--- src/rtl/inst_prefetch_queue.sv ---
// inst_prefetch_queue: fetch FIFO that fills from the shared memory port whenever the data stage leaves it idle
module inst_prefetch_queue #(
  parameter int DEPTH = 4,
  parameter int XLEN = 32,
  parameter int ADDR_W = 6,
  parameter logic [XLEN-1:0] RESET_PC = '0
) (
  input  logic                       clk,
  input  logic                       rst,
  input  logic                       mem_busy_i,
  input  logic [XLEN-1:0]            mem_rdata_i,
  output logic                       mem_req_o,
  output logic [ADDR_W-1:0]          mem_addr_o,
  input  logic                       redirect_i,
  input  logic [XLEN-1:0]            redirect_pc_i,
  input  logic                       halt_i,
  input  logic                       stall_i,
  output logic                       out_valid_o,
  output logic [XLEN-1:0]            out_inst_o,
  output logic [XLEN-1:0]            out_pc_o,
  output logic [$clog2(DEPTH):0]     count_o
);
  localparam int PW = $clog2(DEPTH);
  localparam int CW = PW + 1;
  localparam logic [CW-1:0] FULL = CW'(DEPTH);
  typedef enum logic {RUN, HALTED} state_t;
  state_t state_q, state_d;
  logic [XLEN-1:0] fetch_pc_q, fetch_pc_d;
  logic [PW-1:0] rd_ptr_q, rd_ptr_d, wr_ptr_q, wr_ptr_d;
  logic [CW-1:0] count_q, count_d;
  logic [2*XLEN-1:0] entry_q [DEPTH];
  logic [2*XLEN-1:0] head;
  logic push, deq;
  assign out_valid_o = (count_q != '0) & !redirect_i;
  assign head = entry_q[rd_ptr_q];
  assign out_pc_o = out_valid_o ? head[2*XLEN-1:XLEN] : '0;
  assign out_inst_o = out_valid_o ? head[XLEN-1:0] : '0;
  assign mem_addr_o = fetch_pc_q[ADDR_W+1:2];
  assign mem_req_o = push;
  assign count_o = count_q;
  // rst gates push so mem_req stays low while reset is held
  always_comb begin
    deq = out_valid_o & !stall_i & !redirect_i;
    push = !rst & (state_q == RUN) & !mem_busy_i & !redirect_i & ((count_q != FULL) | deq);
    state_d = redirect_i ? RUN : (state_q == RUN && halt_i) ? HALTED : state_q;
    fetch_pc_d = redirect_i ? (redirect_pc_i & ~XLEN'(3)) : push ? fetch_pc_q + XLEN'(4) : fetch_pc_q;
    wr_ptr_d = redirect_i ? '0 : wr_ptr_q + PW'(push);
    rd_ptr_d = redirect_i ? '0 : rd_ptr_q + PW'(deq);
    count_d = redirect_i ? '0 : count_q + CW'(push) - CW'(deq);
  end
  always_ff @(posedge clk or posedge rst) begin
    if (rst) begin
      state_q <= RUN;
      fetch_pc_q <= RESET_PC;
      rd_ptr_q <= '0;
      wr_ptr_q <= '0;
      count_q <= '0;
    end else begin
      state_q <= state_d;
      fetch_pc_q <= fetch_pc_d;
      rd_ptr_q <= rd_ptr_d;
      wr_ptr_q <= wr_ptr_d;
      count_q <= count_d;
    end
  end
  always_ff @(posedge clk) begin
    if (push) entry_q[wr_ptr_q] <= {fetch_pc_q, mem_rdata_i};
  end
endmodule

--- config.mk ---
export PLATFORM = sky130hd
export DESIGN_NAME = inst_prefetch_queue
export DESIGN_NICKNAME = d
export VERILOG_FILES = /design/src/rtl/inst_prefetch_queue.sv
export SDC_FILE = /design/constraint.sdc
export NUM_CORES = 1
export LEC_CHECK = 0
export BUFFER_PORTS_ARGS = -buffer_cell sky130_fd_sc_hd__buf_2
export CORE_MARGIN = 2
export CORE_UTILIZATION = 25
export DETAILED_ROUTE_END_ITERATION = 10
export GPL_TIMING_DRIVEN = 0
export PLACE_DENSITY = 0.46
export SLEW_MARGIN = 5
export SYNTH_ARGS = -nofsm -noshare
export SYNTH_HDL_FRONTEND = slang
export SYNTH_SLANG_ARGS = --single-unit
--- constraint.sdc ---
create_clock -name clk -period 18.5 [get_ports clk]
set_clock_uncertainty 0.15 [all_clocks]
set_input_delay 5.55 -clock clk [delete_from_list [all_inputs] [get_ports clk]]
set_output_delay 5.55 -clock clk [all_outputs]
set_load 0.005 [all_outputs]
==> summary.md <==
| Metric | Value |
|---|---|
| Max-Cap Viols | `0` |
| WP data required | `12.80 ns` |
| Synth Area per Inst | `17.57 sq um` |
| WP depth | `6` |
| Pin count of the biggest net entering global routing | `40` |
| Setup Viol. Count Final | `0` |
| Synth top area cells | `edfxtp_1 64%, mux4_2 12%, dfrtp_1 8.2%` |
| Detail-routed net length per standard cell | `20.15 microns` |
| Arrival @ worst endpoint | `7.35 ns` |
| Worst-path clk slew | `0.06 ns` |
| Crit path buf inv count | `4` |
| Finished Layout Cells | `1484` |
| Post-route ant nets | `0` |
| Nets | `935` |
| Synth top area share | `0.6412` |
| CTS buffer count | `35` |
| CTS Hold Bufs | `0` |
| Power Total | `0.001551 W` |
| Post-Place Cell Area | `13360 sq um` |
| CP dominant cell by count | `buf_2` |
| Post-synth ARST share | `0.1329` |
| Drt first-iter violations | `429` |
| Worst setup path end | `out_pc_o[23]` |
| Vias | `6667` |
| Worst-Margin Slew | `0.9478 ns` |
| Post-synth top area cell | `edfxtp_1` |
| Num ports | `145` |
| Pwr dens | `107.7 nW/um^2` |
| Most frequent cells in the layout | `248 x edfxtp_1, 146 x buf_2, 67 x and2_1` |
| Drt pass-1 iters | `5` |
| RSZ-0062 raised after global routing | `no` |
| Core ar. | `45580 sq um` |
| Layout area overhead | `23.98%` |
| Root Buffer | `clkbuf_16` |
| Yosys warning total | `0` |
| Crit path kind | `in2out` |
| CTS Sinks | `286` |
| Max incr delay on CP | `0.53 ns` |
| Final period utilization | `0.7054` |
| Global-route wire length before repair | `44.59 mm` |
| Peak VDD IR | `0.00005364 V` |
| PortBufs | `140` |
| Most used DFF post-synth | `edfxtp_1` |
| Slew margin rel. | `0.3633` |
| CP Launch Type | `input pin` |
| Sequential fraction of the synthesis area | `0.7231` |
| Status | `complete, no violations` |
| Final hold viol count | `0` |
| Post-Syn Instances | `661` |
| Multi-input logic area | `3024 sq um` |
| Final WL | `29.91 mm` |
| P_sw | `0.0003759 W` |
| Crit-path slowest cell | `inv_1` |
| Vias in the first global route | `7021` |
| Worst setup EP type | `output port` |
| Hold Crit Class | `reg2reg` |
| Final RePlAce weighted congestion | `0.7702` |
| Clk pwr share | `0.403` |
| Vias per cell | `4.493` |
| Setup Buffers After CTS | `0` |
| Post-Syn Area | `11610 sq um` |
| Die area | `48200 sq um` |
| Total gr overflow | `0` |
| Die height | `219.5 microns` |
| Fmax achieved | `0.07663 GHz` |
| Comb power frac | `0.117` |
| Antenna violations before repair | `1` |
| Worst hold slack | `0.3534 ns` |
| Detailed Place HPWL | `20.14 mm` |
| Crit path time final | `13.05 ns` |
| Fillers | `4489` |
| Layout cell share with drive strength beyond 1 | `0.3326` |
| TNS Setup | `0 ns` |
| Critical Path Fanout Max | `10` |
| Final Max Slew Viols | `0` |
| Leakage | `5.081 nW` |
| Worst reg-to-reg setup slack | `15.13 ns` |
| Ordered list of cells on the worst path | `buf_2, or2_2, inv_1, clkbuf_1, and2_1, buf_2` |
| Delay-heaviest family, CP | `buffers and inverters` |
| Crit path launch | `redirect_i` |
| Commonest non-fill, non-tap cell in the layout | `edfxtp_1` |
| # DRC | `0` |
| Final Cell Area | `14400 sq um` |
| RR Startpoint | `state_q$_DFFE_PP0P_` |
| Reg area | `8398 sq um` |
| Post_cts resized | `0` |
| Row count | `78` |
| Synth cell types | `43` |
| Net Sw Frac | `0.2424` |
| R2r endpoint | `entry_q[2][19]$_DFFE_PP_` |
| Seq cells post-synth | `286` |
| Initial Util | `0.2548` |
| Power Internal | `0.001175 W` |
| Placed Instances | `1423` |
| CTS tree | `built` |
| Largest buffer count on any clock path | `3` |
| Reg2Reg Depth | `10` |
| Clk_lat worst skew | `0.54 ns` |
| Total GRT Usage | `0.1260` |
| Post-synth EDFFs | `248` |
| H-tree Lvls | `2` |
| Ant. Diodes | `0` |
| Sequential Power Share | `0.480` |
| Chip width | `219.5 microns` |
-- worst min-delay path, cell delays in order, from the launching register on --
cell,delay (ns)
dfrtp_1,0.34
nor2_1,0.05
nor2_1,0.07
-- per-stage QoR --
stage / setup slack (ns) / utilization
after global routing: 5.252 / 0.3159
final: 5.450 / 0.3159
after CTS: 5.326 / 0.3159
after global placement: 1.372 / 0.2867
after floorplan: 6.073 / -
after detailed placement: 5.326 / 0.2931
-- cell families after synthesis --
| kind of cell | synth area share |
|---|---|
| flip-flops | 0.7231 |
| multiplexers | 0.1211 |
| AND/OR/NAND/NOR | 0.09136 |
| adder cells (fa/ha/maj) | 0.006033 |
| AO/OA/AOI/OAI | 0.03480 |
| XOR/XNOR | 0.004526 |
| buffers and inverters | 0.01875 |
| other | 0.0003229 |
-- per-layer routing --
layer	vias to the layer above	share of wire	track usage	wire (microns)
li1	3005	-	-	-
met1	3402	0.45	0.1711	13490
met2	204	0.46	0.1948	13760
met3	56	0.059	0.02981	1775
met4	0	0.029	0.04910	878
met5	-	0	0	0
-- registers in the layout, summed over array words and instances (netlist names) --
name	count
count_o	3
entry_q	248
fetch_pc_q	30
rd_ptr_q	2
state_q	1
wr_ptr_q	2
-- worst min-delay path by stage --
stage | cells after the start | start | to | slack (ns)
finish | 2 | state_q$_DFFE_PP0P_ | state_q$_DFFE_PP0P_ | 0.35
global route | 2 | state_q$_DFFE_PP0P_ | state_q$_DFFE_PP0P_ | 0.39
detailed placement | 2 | state_q$_DFFE_PP0P_ | state_q$_DFFE_PP0P_ | 0.35
global placement | 2 | state_q$_DFFE_PP0P_ | state_q$_DFFE_PP0P_ | 0.33
CTS | 2 | state_q$_DFFE_PP0P_ | state_q$_DFFE_PP0P_ | 0.37
floorplan | 2 | state_q$_DFFE_PP0P_ | state_q$_DFFE_PP0P_ | 0.31
-- power groups by stage --
stage | clock [W] | combinational [W] | sequential (W)
after floorplan | 0 | 0.000108 | 0.000750
after global placement | 0 | 0.000186 | 0.000759
after detailed placement | 0 | 0.000189 | 0.000758
after CTS | 0.000650 | 0.000190 | 0.000744
after global routing | 0.000672 | 0.000203 | 0.000748
final | 0.000625 | 0.000181 | 0.000745
-- cell type report --
| type | count | area share |
|---|---|---|
| Buffer | 39 | 0.01330 |
| Clock buffer | 52 | 0.06743 |
| Clock inverter | 9 | 0.004692 |
| Inverter | 7 | 0.001825 |
| Multi-Input combinational cell | 330 | 0.2100 |
| Sequential cell | 286 | 0.5832 |
| Tap cell | 600 | 0.05214 |
| Timing Repair Buffer | 161 | 0.06734 |
-- cell usage after synthesis, drive strengths merged, types with 6 or more instances --
| cell | number |
|---|---|
| edfxtp | 248 |
| and2 | 67 |
| mux4 | 62 |
| dfrtp | 38 |
| nand2 | 36 |
| clkbuf | 23 |
| nor2 | 23 |
| o21ai | 22 |
| buf | 16 |
| nand3 | 14 |
| nand4 | 11 |
| nor2b | 8 |
| nor3 | 8 |
| o211ai | 8 |
| a31oi | 7 |
| inv | 7 |
| a21oi | 6 |
| and3 | 6 |
No activity file was read; power rests on OpenSTA's default activity.
